File: config.mk
export PLATFORM = sky130hd
export DESIGN_NAME = fetch_unit
export DESIGN_NICKNAME = d
export VERILOG_FILES = /design/src/rtl/fetch_unit.sv
export SDC_FILE = /design/constraint.sdc
export NUM_CORES = 1
export LEC_CHECK = 0
export ABC_AREA = 1
export ABC_CLOCK_PERIOD_IN_PS = 2400
export CAP_MARGIN = 20
export CORE_ASPECT_RATIO = 1.2
export CORE_MARGIN = 4
export CORE_UTILIZATION = 30
export DETAILED_ROUTE_END_ITERATION = 8
export GPL_ROUTABILITY_DRIVEN = 0
export PLACE_DENSITY = 0.58
export SYNTH_ARGS = -nofsm -noshare
export SYNTH_HDL_FRONTEND = slang
export SYNTH_SLANG_ARGS = --single-unit
File: constraint.sdc
create_clock -name clk -period 2.4 [get_ports clk]
set_clock_uncertainty 0.2 [all_clocks]
set_input_delay 0.24 -clock clk [delete_from_list [all_inputs] [get_ports clk]]
set_output_delay 0.24 -clock clk [all_outputs]
set_load 0.05 [all_outputs]
File: src/rtl/fetch_unit.sv
// Program counter, instruction register and status register stage for the SISC controller.
// Instruction fetches use a req/ack handshake with wait states and a bounded timeout.
module fetch_unit #(
    parameter int unsigned          PC_W     = 16,
    parameter int unsigned          IW       = 32,
    parameter logic [PC_W-1:0]      RESET_PC = '0,
    parameter int unsigned          MAX_WAIT = 8
) (
    input  logic            clk,
    input  logic            rst_f,
    input  logic            pc_rst,
    input  logic            pc_write,
    input  logic            pc_sel,
    input  logic            br_sel,
    input  logic            ir_load,
    input  logic            stat_en,
    input  logic [3:0]      stat_in,
    input  logic [IW-1:0]   imem_rdata,
    input  logic            imem_ack,
    output logic            imem_req,
    output logic [PC_W-1:0] imem_addr,
    output logic [IW-1:0]   instr,
    output logic [3:0]      opcode,
    output logic [3:0]      mm,
    output logic [15:0]     imm,
    output logic [3:0]      stat,
    output logic [PC_W-1:0] pc_out,
    output logic            fetch_busy,
    output logic            fetch_err
);

    localparam int unsigned     CntW   = $clog2(MAX_WAIT + 1);
    localparam logic [CntW-1:0] MaxCnt = CntW'(MAX_WAIT);

    typedef enum logic [0:0] {StIdle, StWait} state_e;

    state_e          state_q, state_d;
    logic [CntW-1:0] cnt_q, cnt_d;
    logic [PC_W-1:0] pc_q, pc_d;
    logic [PC_W-1:0] fetch_addr_q, fetch_addr_d;
    logic [IW-1:0]   instr_q, instr_d;
    logic [3:0]      stat_q, stat_d;
    logic            err_q, err_d;

    logic [PC_W-1:0] imm_abs, imm_rel;

    assign imm     = instr_q[15:0];
    assign imm_abs = PC_W'(imm);
    // Relative offsets are two's complement, sign-extended to the PC width.
    assign imm_rel = PC_W'($signed(imm));

    always_comb begin
        state_d      = state_q;
        cnt_d        = cnt_q;
        fetch_addr_d = fetch_addr_q;
        instr_d      = instr_q;
        err_d        = err_q;
        unique case (state_q)
            StIdle: begin
                if (ir_load) begin
                    if (imem_ack) begin
                        instr_d = imem_rdata;
                    end else begin
                        fetch_addr_d = pc_q;
                        cnt_d        = CntW'(1);
                        state_d      = StWait;
                    end
                end
            end
            StWait: begin
                if (imem_ack) begin
                    instr_d = imem_rdata;
                    cnt_d   = '0;
                    state_d = StIdle;
                end else if (cnt_q == MaxCnt) begin
                    instr_d = '0;
                    err_d   = 1'b1;
                    cnt_d   = '0;
                    state_d = StIdle;
                end else begin
                    cnt_d = cnt_q + CntW'(1);
                end
            end
            default: state_d = StIdle;
        endcase
    end

    always_comb begin
        pc_d = pc_q;
        if (pc_rst) begin
            pc_d = RESET_PC;
        end else if (pc_write) begin
            if (!pc_sel) begin
                pc_d = pc_q + PC_W'(1);
            end else if (br_sel) begin
                pc_d = imm_abs;
            end else begin
                pc_d = pc_q + imm_rel;
            end
        end
    end

    always_comb begin
        stat_d = stat_en ? stat_in : stat_q;
    end

    always_ff @(posedge clk) begin
        if (rst_f) begin
            state_q      <= StIdle;
            cnt_q        <= '0;
            pc_q         <= RESET_PC;
            fetch_addr_q <= RESET_PC;
            instr_q      <= '0;
            stat_q       <= '0;
            err_q        <= 1'b0;
        end else begin
            state_q      <= state_d;
            cnt_q        <= cnt_d;
            pc_q         <= pc_d;
            fetch_addr_q <= fetch_addr_d;
            instr_q      <= instr_d;
            stat_q       <= stat_d;
            err_q        <= err_d;
        end
    end

    assign imem_req   = (state_q == StWait) || ir_load;
    assign imem_addr  = (state_q == StWait) ? fetch_addr_q : pc_q;
    assign fetch_busy = (state_q == StWait);
    assign instr      = instr_q;
    assign opcode     = instr_q[31:28];
    assign mm         = instr_q[27:24];
    assign stat       = stat_q;
    assign pc_out     = pc_q;
    assign fetch_err  = err_q;

endmodule

# Word level (Yosys, flattened, before mapping)
# Index checks and enable logic that the tools add are counted.
dict set report totals {
  register_bits 74
  out_inout_bits 95
  wordCells 41
}
dict set report op_classes {
  add_sub_neg 3
  n_eq_ne 5
  mux 18
  n_bitwise 2
  n_reduce_logical 6
}
# op n
set op_table {}
lappend op_table {{$mux W32} 4}
lappend op_table {{$pmux W32 S2} 1}
lappend op_table {{$mux W16} 3}
lappend op_table {{$add A16 B1 Y16 const B} 1}
lappend op_table {{$add A16 B16 Y16} 1}
lappend op_table {{$mux W4} 4}
lappend op_table {{$reduce_and A3 Y1} 3}
lappend op_table {{$pmux W4 S2} 1}
lappend op_table {{$ne A2 B2 Y1 const B} 3}
lappend op_table {{$add A4 B1 Y4 const B} 1}
lappend op_table {{$eq A4 B4 Y1 const B} 1}
lappend op_table {{$mux W1} 4}
lappend op_table {{$ne A3 B2 Y1 const B} 1}
lappend op_table {{$not A1 Y1} 2}
lappend op_table {{$pmux W1 S2} 1}
lappend op_table {{$reduce_and A2 Y1} 1}
lappend op_table {{$reduce_or A2 Y1} 1}
lappend op_table {{$logic_or A1 B1 Y1} 1}

# Depth between registers and ports, before layout
# Gate-level depths: netlist (run 1).
dict set report logic_depth {
  ltp_word 4
  mapped_depth 12
}

# Worst setup path after synthesis (run 1)
# Ideal clock, no wire load.
dict set report synth_path {
  kind {register to output}
  from {reg pc_q[6], in the netlist pc_out[6]}
  to {out imem_addr[6]}
  t_arrival_ps 2073
  t_required_ps 1960
  path_slack_ps -113
  path_stages_with_launch 3
  n_path_buf 0
  path_cell_list {dfxtp_1 inv_1 o21ai_0}
}
dict set report synth_via {
  elab_chain_len 1
}
# item line_no
set synth_lines {}
lappend synth_lines {{from (decl)} 39} ;# logic [PC_W-1:0] pc_q, pc_d;
lappend synth_lines {{from (signal assigned)} 119} ;# pc_q <= pc_d;
lappend synth_lines {{$mux W16} 128} ;# assign imem_addr = (state_q == StWait) ? fetch_addr_q : pc_q;
lappend synth_lines {{to (decl)} 21} ;# output logic [PC_W-1:0] imem_addr,
# Every way passes these cells.

# Final worst setup path (run 1)
dict set report layout_path {
  from {reg pc_q[11], in the netlist pc_out[11]}
  to {out pc_out[11]}
}
# item line_no
set layout_lines {}
lappend layout_lines {{to (decl)} 27} ;# output logic [PC_W-1:0] pc_out,
# No word-level cell between the ends.

==> metrics.txt, run 1 <==
status complete, no violations; worst-margin pin slew 0.530 ns; Leak 2.67 nW; starting density of the core 30.6%; global-route usage over all layers 16.3%; total buffers and inverters traversed by the critical path 1; length of the first detailed-routing pass in iterations 5; worst-case headroom to the max-slew limit 64.6%; DIE AREA 17300 µm²; fraction of the cycle the final worst path needs 90.7%; IO Port Bufs 139; total power divided by cell area 539 nW/µm²; clock root buffer clkbuf_16; wirelength, routed 13900 µm; reg2reg path depth 9; CP cell instances clkdlybuf4s50_1; number of inserted diodes 0; Horiz. Die Dim 121 µm; most frequent cell after synthesis nand2_1; count of flip-flops with a built-in enable after synthesis 0; number of standard cells in the final layout excluding fillers 995; # rows 49; placed cells 979; proportion of layout cells with a drive suffix above 1 9.48%; cell area after technology mapping 4580 µm²; Period minus WS final 2.18 ns; portion of synthesized cell area occupied by the leading cell type 32.3%; largest net degree at the start of global routing 41; highest net fanout along the worst path 7; global-route congestion overflow total 0; Area contributors post-synth dfxtp_1 (32%), nand2_1 (10%), nor2_1 (9.3%); Final Hold Violating Endpoints 0; final count of pins violating max slew 0; share of synthesized area occupied by flip-flops and latches 32.3%; Util after Layout 43.8%; IO Count 140; number of hold buffers added after cts 0; Critical Path Max Stage Delay 0.89 ns; maxcap violations 0; post-synthesis net count 733; Iteration-0 DRC Markers 293; DRC Markers 0; crit end category output port; layout overhead on the synthesized area 42.9%; peak supply drop 0.306 mV; ranking of synthesized cells by instance count nand2_1 (125), nor2_1 (113), dfxtp_1 (74); number of cells on the worst hold path 3; number of antenna violations at the first check in global routing 0; total clock buffers created by CTS 9; number of gates given a new drive strength after cts 0; CTS H-Tree Depth 3; total via count after detailed routing 4723; highest clock frequency the design can meet 459 MHz; total number of nets in the final design 850; buffer levels on the longest clock path 2; most used flip-flop cell after synthesis dfxtp_1; worst reg2reg startpoint pc_out[0]; launching element type of the critical path flop; Critical Path Slowest Stage Cell clkdlybuf4s50_1; Worst Setup Path Type reg2out; overall power of the completed layout 3.53 mW; terminus of the critical flop-to-flop path pc_out[8]; async set-or-reset flop fraction in the synthesized netlist 0%; instance count of the mapped netlist 669; die height 143 µm; number of storage elements in the synthesis netlist 74; startpoint of the tightest hold check path rst_f; Synth warnings 0; Worst Path Required 1.96 ns; cell family contributing the most delay on the critical path buffers and inverters; CTS tree yes; core outline area 15000 µm²; via count normalized by instance count 4.75; Worst R2R Setup Slack 0.27 ns; total half-perimeter wirelength after legalization and detailed placement 10600 µm; data arrival time of the critical path 1.74 ns; post-detailed-route count of antenna-violating nets 0; worst hold path class in2reg; routed wire length per instance 14.0 µm; insertion delay of the later-clocked pin in the worst-skew pair 0.34 ns; Setup-failing EPs final 0; Clk pin slew, worst setup/hold paths 0.06 ns; first-pass GRT wire length 22600 µm; Sinks on Clock Net 74; library cell with the largest summed area after synthesis dfxtp_1; Syn Area/Cell 6.85 µm²; number of gates on the worst path with buffers counted 1; WHS Endpoint instr[25]; count of buffers added by post-CTS timing repair for setup 0; vias in the first global route 4520; RSZ-0062 raised after global routing no; Unique masters post-synth 39
-- metrics by stage --
stage | TNS (ns) | worst slack (ns) | instance area [µm²] | hold WS, ns
after floorplan | -0.372 | -0.0431 | 4580 | 0.175
after global placement | 0 | 0.328 | 6260 | 0.270
after detailed placement | 0 | 0.290 | 6260 | 0.278
after CTS | 0 | 0.221 | 6550 | 0.204
after global routing | 0 | 0.144 | 6550 | 0.211
final | 0 | 0.224 | 6550 | 0.189
-- placed cells by master (no fill, tap or decap), drive strengths merged --
master and n:
clkinv 7, a31oi 3, o21a 2, xor2 5, a2bb2oi 1, o21ai 52, inv 69, nand2 127
nor3 4, bufinv 1, and2 2, ha 18, xnor2 2, nand3 35, a32oi 32, nor2 119
nand3b 1, or2 2, dfxtp 74, a211oi 16, fa 1, clkinvlp 1, clkbuf 10, buf 41
clkdlybuf4s50 120, nand4 5, o211ai 2, a21oi 39
-- metal layers --
layer,vias to the layer above,share of wire (%),global-route usage (%)
met2,116,47,27.2
met1,2147,46,21.4
met4,0,1.5,5.37
met3,13,5.2,2.91
met5,-,0,0
li1,2447,-,-
-- worst max path at each step --
stage / start / slack [ns] / to
floorplan: fetch_busy / -0.04 / imem_addr[11]
global placement: instr[0] / 0.33 / pc_out[8]
detailed placement: pc_out[0] / 0.29 / pc_out[8]
CTS: pc_out[11] / 0.22 / pc_out[11]
global route: pc_out[0] / 0.14 / pc_out[8]
finish: pc_out[11] / 0.22 / pc_out[11]
-- registers in the layout (all words and copies together), names as in the netlist --
| signal | cells |
|---|---|
| cnt_q | 4 |
| fetch_addr_q | 16 |
| fetch_busy | 1 |
| fetch_err | 1 |
| instr | 32 |
| pc_out | 16 |
| stat | 4 |
-- tightest hold or removal path: cells and delay by family --
kind,cells,cell delay [ns]
buffers and inverters,2,0.34
AND/OR/NAND/NOR,1,0.10
-- cell families after synthesis --
group           synth area share [%]
simple gates                    27.5
xor+xnor                        1.34
flops                           32.3
compound gates                  20.0
fa+ha+maj                       5.35
buf+inv                         13.4
-- area by class of cell --
type	instances	area, µm²
clock buffer	10	229
fill	1569	8410
inverter	72	270
clock inverter	6	57.6
multi-input combinational	468	2480
timing repair buffer	161	1770
tap	204	255
sequential	74	1480
-- report_power, final --
part	switching (mW)	leakage [nW]	total [mW]	internal, mW
Sequential	0.0498	0.604	1.34	1.29
Clock	0.527	0.142	1.32	0.798
Combinational	0.536	1.92	0.870	0.334
Power figures use the tool's default switching activity.
==> run 2, diff against run 1 <==
- DONT_BUFFER_PORTS: unset -> 1
- PLACE_DENSITY: 0.58 -> 0.47
==> run 2 against run 1 <==
  * Worst setup slack worse by 0.057 ns
  * Via count about the same
  * First-iteration DRC count up 20%
  * Cell count down 4.1%
  * Routed wire length up 7.6%
  * Combinational power down 15%
  * Critical path depth up 7
  * Largest cell class unchanged
==> metrics.txt, run 2 (synthesized netlist as in run 1, its figures left out) <==
status complete, no violations; starting density of the core 30.6%; highest clock frequency the design can meet 448 MHz; met2 Track Usage GR 30.5%; reg2reg path depth 8; busiest layer in global routing met2; Util after Layout 39.1%; via count normalized by instance count 4.95; fraction of the cycle the final worst path needs 93.1%; vias in the first global route 4606; worst reg2reg startpoint pc_out[0]; number of antenna violations at the first check in global routing 0; insertion delay of the later-clocked pin in the worst-skew pair 0.34 ns; length of the first detailed-routing pass in iterations 5; Horiz. Die Dim 121 µm; worst-case hold slack 0.0300 ns; met3 Resource Use GR 4.80%; largest net degree at the start of global routing 54; CTS H-Tree Depth 3; worst-case headroom to the max-slew limit 46.7%; number of inserted diodes 0; Largest register FFs 32; total number of nets in the final design 810; Critical Path Source pc_out[0]; clock root buffer clkbuf_16; CTS tree yes; die height 143 µm; Final Hold Violating Endpoints 0; peak supply drop 0.312 mV; post-detailed-route count of antenna-violating nets 0; Iteration-0 DRC Markers 352; core outline area 15000 µm²; number of cells on the worst hold path 2; data arrival time of the critical path 2.32 ns; Worst Path Required 2.48 ns; overall power of the completed layout 3.44 mW; commonest non-fill, non-tap cell in the layout nand2_1; startpoint of the tightest hold check path rst_f; CP cell instances ha_1, fa_1, nand2_1, nand2_1, o21ai_1, a21oi_1, a21oi_1, dlygate4sd3_1; Critical Path Max Stage Delay 0.56 ns; worst-margin pin slew 0.796 ns; global-route congestion overflow total 0; launching element type of the critical path flop; routed wire length per instance 15.7 µm; layout overhead on the synthesized area 27.6%; met1 Resource Use GR 20.5%; final count of pins violating max slew 0; # rows 49; Period minus WS final 2.23 ns; IO Count 140; buffer levels on the longest clock path 2; Sinks on Clock Net 74; total power divided by cell area 589 nW/µm²; highest net fanout along the worst path 6; maxcap violations 0; wirelength, routed 15000 µm; worst hold path class in2reg; global-route usage over all layers 17.4%; crit end category flop; total half-perimeter wirelength after legalization and detailed placement 10700 µm; leading cell types in the layout, fill and taps excluded nand2_1 (125), nor2_1 (113), dfxtp_1 (72); total via count after detailed routing 4719; setup tns final 0 ns; RSZ-0062 raised after global routing no; proportion of layout cells with a drive suffix above 1 14.3%; Leak 2.56 nW; Setup-failing EPs final 0; Worst Setup Path Type reg2reg; DRC Markers 0; total clock buffers created by CTS 9; Critical Path Slowest Stage Cell dlygate4sd3_1; DIE AREA 17300 µm²; IO Port Bufs 0; first-pass GRT wire length 23700 µm; Clk pin slew, worst setup/hold paths 0.06 ns
-- run 2: changes by cell type in the layout (fill, tap and decap cells not counted), sizes merged --
cell,before,now
clkdlybuf4s50,120,0
buf,41,72
clkinv,7,6
dlygate4sd3,0,49
-- run 2: timing repair --
item / in CTS / in global routing
buffers inserted: 0 / 0
endpoints found under the setup margin: 0 / 1
hold buffers: 50 / 1
endpoints found under the hold margin: 74 / 1
gates resized for setup: 0 / 2
-- run 2: worst paths after layout --
| path | endpoint | slack [ns] |
|---|---|---|
| setup / recovery | pc_out[2] | 0.17 |
| hold / removal | instr[21] | 0.03 |
| setup reg to reg | pc_out[2] | 0.17 |
| hold reg to reg | fetch_addr_q[2] | 0.29 |
-- run 2: through the flow --
| stage | cell area (µm²) | worst slack (ns) | instances |
|---|---|---|---|
| final | 5840 | 0.166 | 954 |
| after detailed placement | 5020 | 0.301 | 888 |
| after floorplan | 4580 | -0.0431 | 669 |
| after global placement | 5020 | 0.329 | 888 |
| after global routing | 5840 | 0.00272 | 954 |
| after CTS | 5830 | 0.105 | 953 |
-- run 2: power by group --
| group | switching, mW | total [mW] | leakage [nW] | internal, mW |
|---|---|---|---|---|
| sequential | 0.0714 | 1.36 | 0.605 | 1.29 |
| clock | 0.548 | 1.35 | 0.138 | 0.798 |
| combinational | 0.506 | 0.737 | 1.82 | 0.231 |
-- run 2: area by class of cell --
class | count | area (µm²)
Clock buffer | 10 | 229
Clock inverter | 5 | 56.3
Fill cell | 1613 | 9120
Inverter | 72 | 270
Multi-Input combinational cell | 468 | 2480
Sequential cell | 74 | 1480
Tap cell | 204 | 255
Timing Repair Buffer | 121 | 1060
-- run 2: critical path, delay by kind of cell, from the launching register on --
kind,cells,cell delay [ns]
AOI/OAI and AO/OA,3,0.31
buffers and inverters,1,0.56
and+or+nand+nor,2,0.15
DFF,1,0.35
adders and majority gates,2,0.60
-- run 2: routing by layer --
layer | up-vias | part of all wire, %
met5 | - | 0
met4 | 0 | 1.9
met3 | 19 | 5.6
met2 | 127 | 50
met1 | 2209 | 42
li1 | 2364 | -
